--- config.mk ---
export PLATFORM = sky130hd
export DESIGN_NAME = button_gesture_decoder
export DESIGN_NICKNAME = d
export VERILOG_FILES = /design/src/rtl/button_gesture_decoder.sv
export SDC_FILE = /design/constraint.sdc
export NUM_CORES = 1
export LEC_CHECK = 0
export CAP_MARGIN = 20
export CORE_UTILIZATION = 35
export CTS_CLUSTER_DIAMETER = 60
export DETAILED_ROUTE_END_ITERATION = 8
export SLEW_MARGIN = 20
export SYNTH_ARGS = -nofsm -noshare
export SYNTH_HDL_FRONTEND = slang
export SYNTH_SLANG_ARGS = --single-unit
--- constraint.sdc ---
create_clock -name clk -period 2.5 [get_ports clk]
set_clock_uncertainty 0.2 [all_clocks]
set_input_delay 0.625 -clock clk [delete_from_list [all_inputs] [get_ports clk]]
set_output_delay 0.625 -clock clk [all_outputs]
set_load 0.02 [all_outputs]
--- src/rtl/button_gesture_decoder.sv ---
// Button gesture decoder: turns debounced press/release events into
// single-click, double-click, long-press, auto-repeat pulses and a hold level.
// A single shared timer measures press, gap and repeat intervals. It restarts
// on every state change and idles at zero in IDLE, so it never wraps.
module button_gesture_decoder #(
    parameter int LONG_CYCLES   = 25000000,
    parameter int GAP_CYCLES    = 5000000,
    parameter int REPEAT_CYCLES = 5000000
) (
    input  logic clk,
    input  logic arst_n,
    input  logic sw_state_i,
    input  logic sw_down_i,
    input  logic sw_up_i,
    output logic click_o,
    output logic dbl_click_o,
    output logic long_o,
    output logic repeat_o,
    output logic hold_o
);

    localparam int MAX_LG     = (LONG_CYCLES > GAP_CYCLES) ? LONG_CYCLES : GAP_CYCLES;
    localparam int MAX_CYCLES = (MAX_LG > REPEAT_CYCLES) ? MAX_LG : REPEAT_CYCLES;
    localparam int TIMER_W    = $clog2(MAX_CYCLES) + 1;

    localparam logic [TIMER_W-1:0] LONG_TC   = TIMER_W'(LONG_CYCLES - 1);
    localparam logic [TIMER_W-1:0] GAP_TC    = TIMER_W'(GAP_CYCLES - 1);
    localparam logic [TIMER_W-1:0] REPEAT_TC = TIMER_W'(REPEAT_CYCLES - 1);

    typedef enum logic [2:0] {
        ST_IDLE   = 3'd0,
        ST_PRESS1 = 3'd1,
        ST_WAIT2  = 3'd2,
        ST_PRESS2 = 3'd3,
        ST_LONG   = 3'd4
    } state_t;

    state_t               state_reg;
    state_t               state_next;
    logic [TIMER_W-1:0]   timer_reg;
    logic [TIMER_W-1:0]   timer_next;
    logic                 repeat_clear;

    logic                 release_evt;
    logic                 press_evt;

    logic                 click_next;
    logic                 dbl_click_next;
    logic                 long_next;
    logic                 repeat_next;
    logic                 hold_next;

    // A simultaneous down/up pair is a glitch, not a press; a dropped level
    // counts as a release even if the up pulse was missed.
    assign release_evt = sw_up_i | ~sw_state_i;
    assign press_evt   = sw_down_i & ~sw_up_i;

    // State and timer registers
    always_ff @(posedge clk or negedge arst_n) begin
        if (!arst_n) begin
            state_reg <= ST_IDLE;
            timer_reg <= '0;
        end else begin
            state_reg <= state_next;
            timer_reg <= timer_next;
        end
    end

    // Next-state decision; release beats timer expiry, press beats gap timeout
    always_comb begin
        state_next   = state_reg;
        repeat_clear = 1'b0;
        case (state_reg)
            ST_IDLE: begin
                if (press_evt) state_next = ST_PRESS1;
            end
            ST_PRESS1: begin
                if (release_evt)              state_next = ST_WAIT2;
                else if (timer_reg == LONG_TC) state_next = ST_LONG;
            end
            ST_WAIT2: begin
                if (press_evt)                state_next = ST_PRESS2;
                else if (timer_reg == GAP_TC) state_next = ST_IDLE;
            end
            ST_PRESS2: begin
                if (release_evt)              state_next = ST_IDLE;
                else if (timer_reg == LONG_TC) state_next = ST_LONG;
            end
            ST_LONG: begin
                if (release_evt)                 state_next = ST_IDLE;
                else if (timer_reg == REPEAT_TC) repeat_clear = 1'b1;
            end
            default: state_next = ST_IDLE;
        endcase
    end

    // Timer restarts on state entry and on each repeat; parked at zero in IDLE
    always_comb begin
        if ((state_next != state_reg) || repeat_clear || (state_reg == ST_IDLE)) begin
            timer_next = '0;
        end else begin
            timer_next = timer_reg + TIMER_W'(1);
        end
    end

    // Output decode from the current state and sampled events
    always_comb begin
        click_next     = (state_reg == ST_WAIT2) && !press_evt && (timer_reg == GAP_TC);
        dbl_click_next = (state_reg == ST_PRESS2) && release_evt;
        long_next      = ((state_reg == ST_PRESS1) || (state_reg == ST_PRESS2))
                         && !release_evt && (timer_reg == LONG_TC);
        repeat_next    = (state_reg == ST_LONG) && !release_evt && (timer_reg == REPEAT_TC);
        hold_next      = (state_next == ST_LONG);
    end

    // Registered outputs so every pulse is a clean one-cycle strobe
    always_ff @(posedge clk or negedge arst_n) begin
        if (!arst_n) begin
            click_o     <= 1'b0;
            dbl_click_o <= 1'b0;
            long_o      <= 1'b0;
            repeat_o    <= 1'b0;
            hold_o      <= 1'b0;
        end else begin
            click_o     <= click_next;
            dbl_click_o <= dbl_click_next;
            long_o      <= long_next;
            repeat_o    <= repeat_next;
            hold_o      <= hold_next;
        end
    end

endmodule

# [Word-level counts from Yosys, hierarchy flattened]
# Cells that the tools add are included.
[totals] out_inout_bits=5 ff_bits=34 inputBits=5 wordCells=45
[classes] n_eq_ne=8 add_sub_neg=1 n_mux=12 reduce_logical=13 bitwise=4
[ops] cell="adder 26 x 1 -> 26 bit (second input constant)" n=1
[ops] cell="equality test 26 x 23 -> 1 bit (second input constant)" n=1
[ops] cell="equality test 26 x 25 -> 1 bit (second input constant)" n=1
[ops] cell="two-way mux 26 bit" n=1
[ops] cell="two-way mux 3 bit" n=7
[ops] cell="one-hot mux 3 bit (5 select lines)" n=1
[ops] cell="logical AND 1 bit" n=7
[ops] cell="equality test 3 x 2 -> 1 bit (second input constant)" n=2
[ops] cell="equality test 3 bit (second input constant)" n=2
[ops] cell="equality test 3 x 1 -> 1 bit (second input constant)" n=1
[ops] cell="zero test 3 bit" n=1
[ops] cell="logical OR 1 bit" n=3
[ops] cell="two-way mux 1 bit" n=3
[ops] cell="inequality test 3 bit" n=1
[ops] cell="zero test 1 bit" n=2
[ops] cell="NOT 1 bit" n=2
[ops] cell="bitwise AND 1 bit" n=1
[ops] cell="bitwise OR 1 bit" n=1

# [Longest topological paths before layout]
[logic_depth] word_depth=8 depth_mapped=8 ltp_nobuf=6

# [Worst setup path before layout]
# Ideal clock, no wire load.
[synth_timing] path_type="register to register" start="register timer_reg[0]" end="register timer_reg[5]" setup_time_ns=0.101 arrival_ns=1.853 path_slack_ns=0.346 n_path_buf=2 path_stages_with_launch=9 period_less_slack_ns=2.154 required_time_ns=2.199 cell_sequence="dfrtp_1 ha_1 and4b_1 and4_1 buf_6 a21oi_4 nor2_1 buf_6 nor4_1"
[synth_via] elab_chain_len=8 elab_cells_between_ends=16 cone_classes="add/sub: 1; eq/ne: 3; mux: 10; reduce/logical: 2"
[synth_rtl] item="start: declaration" line_no="40" source="logic [TIMER_W-1:0] timer_reg;"
[synth_rtl] item="start signal: assignment" line_no="65" source="timer_reg <= timer_next;"
[synth_rtl] item="equality test 26 x 25 -> 1 bit / equality test 26 x 23 -> 1 bit (equally long branches)"
[synth_rtl] item="two-way mux 3 bit (on tied branches)" line_no="79, 87, 83"
[synth_rtl] item="two-way mux 3 bit (on tied branches)" line_no="86, 78, 82"
[synth_rtl] item="one-hot mux 3 bit (5 select lines)" line_no="73" source="case (state_reg)"
[synth_rtl] item="inequality test 3 bit" line_no="99" source="if ((state_next != state_reg) || repeat_clear || (state_reg == ST_IDLE)) begin"
[synth_rtl] item="logical OR 1 bit (2 in a row)" line_no="99"
[synth_rtl] item="two-way mux 26 bit *" line_no="99"
[synth_rtl] item="net timer_next[5]" line_no="41" source="logic [TIMER_W-1:0] timer_next;"
# Mark *: on every way through the listed nets, which the timed path passes. The rest lies on a longest branch.

# [Final worst setup path]
[layout_timing] start="register timer_reg[6]" end="register timer_reg[3]"
[layout_via] elab_chain_len=8 elab_cells_between_ends=15 cone_classes="eq/ne: 3; mux: 10; reduce/logical: 2"
[layout_rtl] item="equality test 26 x 25 -> 1 bit / equality test 26 x 23 -> 1 bit (equally long branches)"
[layout_rtl] item="two-way mux 3 bit (on tied branches)" line_no="79, 87, 83"
[layout_rtl] item="two-way mux 3 bit (on tied branches)" line_no="86, 78, 82"
[layout_rtl] item="one-hot mux 3 bit (5 select lines)" line_no="73"
[layout_rtl] item="inequality test 3 bit" line_no="99"
[layout_rtl] item="logical OR 1 bit * (2 in a row)" line_no="99"
[layout_rtl] item="two-way mux 26 bit *" line_no="99"
[layout_rtl] item="net timer_next[3]" line_no="41"
# Marked as above.

==> flow_summary.yaml <==
placement:
  place_ws_ns: -0.188
  buffer_ports.inserted: 9
  place_area_um2: 2100
  place.gp.congestion: 0.795
  dp_hpwl_mm: 2.69
detailed_routing:
  routed-via-count: 1363
  first_iter_violations: 66
  avgRoutedWirePerCell_um: 13.4
  drtPass1Iterations: 4
  remaining_drc_errors: 0
  ant_nets: 0
  totalWireLength_mm: 3.72
  vias_per_cell: 4.92
synth:
  ys_top_cells_by_count: "dfrtp_1 (34), nor2_1 (27), nand2_1 (15), xnor2_1 (15), nand3_1 (12)"
  count_of_synthesis_stage_warnings_from_yosys: 0
  synth.net_count: 186
  synth.most_common_cell: "dfrtp_1"
  synth.distinct_cells: 33
  post_synth.cell_area_avg_um2: 10.2
  async_flop_share_pct: 100
  post_synth_instance_area_um2: 1840
  number_of_enable_type_register_cells_in_the_synthesized_netlist: 0
  register_area_share_after_synthesis_pct: 46.3
  ys_dominant_reg_cell: "dfrtp_1"
  post_synth_inst_count: 180
  synth.top_cell.area_share_pct: 46.3
  yosysTopAreaCell: "dfrtp_1"
  synth.top_cells.by_area: "dfrtp_1 (46%), nor4_2 (7.5%), xnor2_1 (7.1%)"
  synth_seq_cells: 34
die:
  core_footprint_um2: 5070
  floorplan.rows: 26
  design.die.area_um2: 5550
  die_w_um: 74.5
  die-height_um: 74.5
  start_util_pct: 36.2
  design.portCount: 10
grt:
  gr-usage-met3_pct: 4.34
  grt_busiest_layer: "met2"
  global_route.usage.met1_pct: 20.6
  first_global_vias: 1403
  first_pass_grt_wire_length_mm: 6.68
  antenna_found_initial: 0
  global_route.usage.met2_pct: 26.0
  grt_max_degree: 35
  grt_remaining_overflow: 0
  globalRouteTotalUtil_pct: 16.3
final_layout:
  number_of_fill_cells: 510
  layout-drive-gt1-share_pct: 20.3
  synthToLayoutAreaGrowth_pct: 19.5
  largest_reg_flops: 26
  fin_nets: 212
  finish.instance_area_um2: 2200
  num_antenna_cells: 0
cts:
  worst_skew_pair.late_latency_ns: 0.29
  cts_buffers: 5
  post_cts.repair.setup_buffers: 0
  cts-htree-levels: 2
  clock_tree.root_cell: "clkbuf_8"
  cts_num_sinks: 34
  ctsLongestPathBuffers: 2
  cts_tree: "built"
  clk_pin_slew_worst_paths_ns: 0.07
power_and_ir_drop:
  pwr-share-seq_pct: 47.7
  vdd.ir_drop.worst_uv: 274
  p_per_cell_area_nw_per_um2: 561
  internal_power_uw: 873
  leakagePower_nw: 0.843
  p_sw_share_pct: 29.2
  share_clk_of_total_power_pct: 34.5
  power.combinational.fraction_pct: 17.8
  power.net_switching_uw: 360
critical_path:
  cpMaxStageDelayCell: "dfrtp_1"
  crit_path_start_kind: "flop"
  crit_required_ns: 2.44
  crit_type: "reg2reg"
  cp_num_buf_inv: 2
  arrival_ns: 2.26
  setup.worst_path.end_class: "flop"
  crit_path_max_incr_delay_ns: 0.41
  critical_path.max_fanout: 13
  r2r_slack_ns: 0.18
  cp_cell_sequence: "nor4b_1 -> and4_1 -> buf_4 -> nand4_4 -> a211oi_4 -> buf_12 -> nor4_1"
  crit_family: "simple AND/OR/NAND/NOR gates"
timing:
  final_layout_worst_hold_slack_ns: 0.316
  timing_hold_violations_final: 0
  highest_clock_frequency_the_design_can_meet_mhz: 431
  finalMaxSlewViolations: 0
  setup_violations: 0
  fin_ws_ns: 0.182
  least_margin_pin_slew_ns: 0.658
  finalWorstPathRequiredPeriod_ns: 2.32
  fin_crit_sh_pct: 92.7
  timing.slew.headroom_pct: 56.1
  grt_setup_unrepaired: "no"
flow_run:
  maxCapViolations: 0
outcome:
  outcome: "finished, final reports clean"
min_path:
  worstHoldPathType: "reg2reg"
## final timing paths
path | from | to | cells after the start
max | timer_reg[6] | timer_reg[3] | 7
min | state_reg[0] | click_o | 1
max reg2reg | timer_reg[6] | timer_reg[3] | 7
min reg2reg | state_reg[0] | click_o | 1
max in group asynchronous | arst_n | hold_o | 2
min in group asynchronous | arst_n | timer_reg[13] | 2
## layout by cell type, fill, tap and decap left out, types with 2 or more instances in the layout
cell and count:
and4_1 3, nor4b_1 2, nor4_2 11, clkbuf_8 6, nor3_1 10, nand2_1 15
dfrtp_1 34, and3_1 4, nor2b_1 2, a21oi_1 3, nor2_2 2, nand4_1 5
buf_4 14, xor2_1 9, nor2_1 26, clkdlybuf4s50_1 9, nor4_1 4, inv_1 5
xnor2_1 15, nand3_1 12
## cells by family after synthesis
| family | count (synthesis) | synth area share, % |
|---|---|---|
| compound gates | 8 | 4.01 |
| xor+xnor | 24 | 11.4 |
| fa+ha+maj | 1 | 0.680 |
| buf+inv | 10 | 3.54 |
| flops | 34 | 46.3 |
| simple gates | 103 | 34.1 |
## per-layer routing
layer  up-vias  wire, um
met5         -         0
met4         0        86
met3         8       121
met2        22      1680
met1       649      1830
li1        684         -
## power by group through the flow
stage	logic, mW	registers [mW]	clock network [mW]
after CTS	0.218	0.588	0.434
after floorplan	0.130	0.603	0
after global placement	0.214	0.598	0
after global routing	0.249	0.591	0.461
after detailed placement	0.214	0.598	0
final	0.220	0.588	0.425
## worst register-to-register path, delay by kind of cell (launching register included)
kind / cells / cell delay (ns)
AOI/OAI and AO/OA: 1 / 0.31
buffers and inverters: 2 / 0.37
DFF: 1 / 0.41
and+or+nand+nor: 4 / 0.88
## per-stage QoR
stage / setup TNS, ns / power [mW] / cells / util, %
after CTS: 0 / 1.24 / 277 / 43.1
after floorplan: 0 / 0.733 / 180 / -
after global placement: -2.41 / 0.811 / 269 / 41.3
after global routing: 0 / 1.30 / 277 / 43.3
after detailed placement: -1.96 / 0.812 / 269 / 41.3
final: 0 / 1.23 / 277 / 43.3
## timing repair
action / in CTS / in global routing
hold endpoints to repair: 0 / 0
hold buffers: 0 / 0
pin swaps: 0 / 0
gates resized for setup: 1 / 1
setup endpoints to repair: 12 / 9
## cell type report
cell class	instances	area (um2)	share of cell area, %
Inverter	5	18.8	0.854
Sequential cell	34	851	38.7
Tap cell	70	87.6	3.99
Clock buffer	7	86.3	3.93
Multi-Input combinational cell	136	933	42.5
Timing Repair Buffer	24	215	9.79
Clock inverter	1	5.00	0.228
Note: power is estimated with default switching activity, not from simulation.
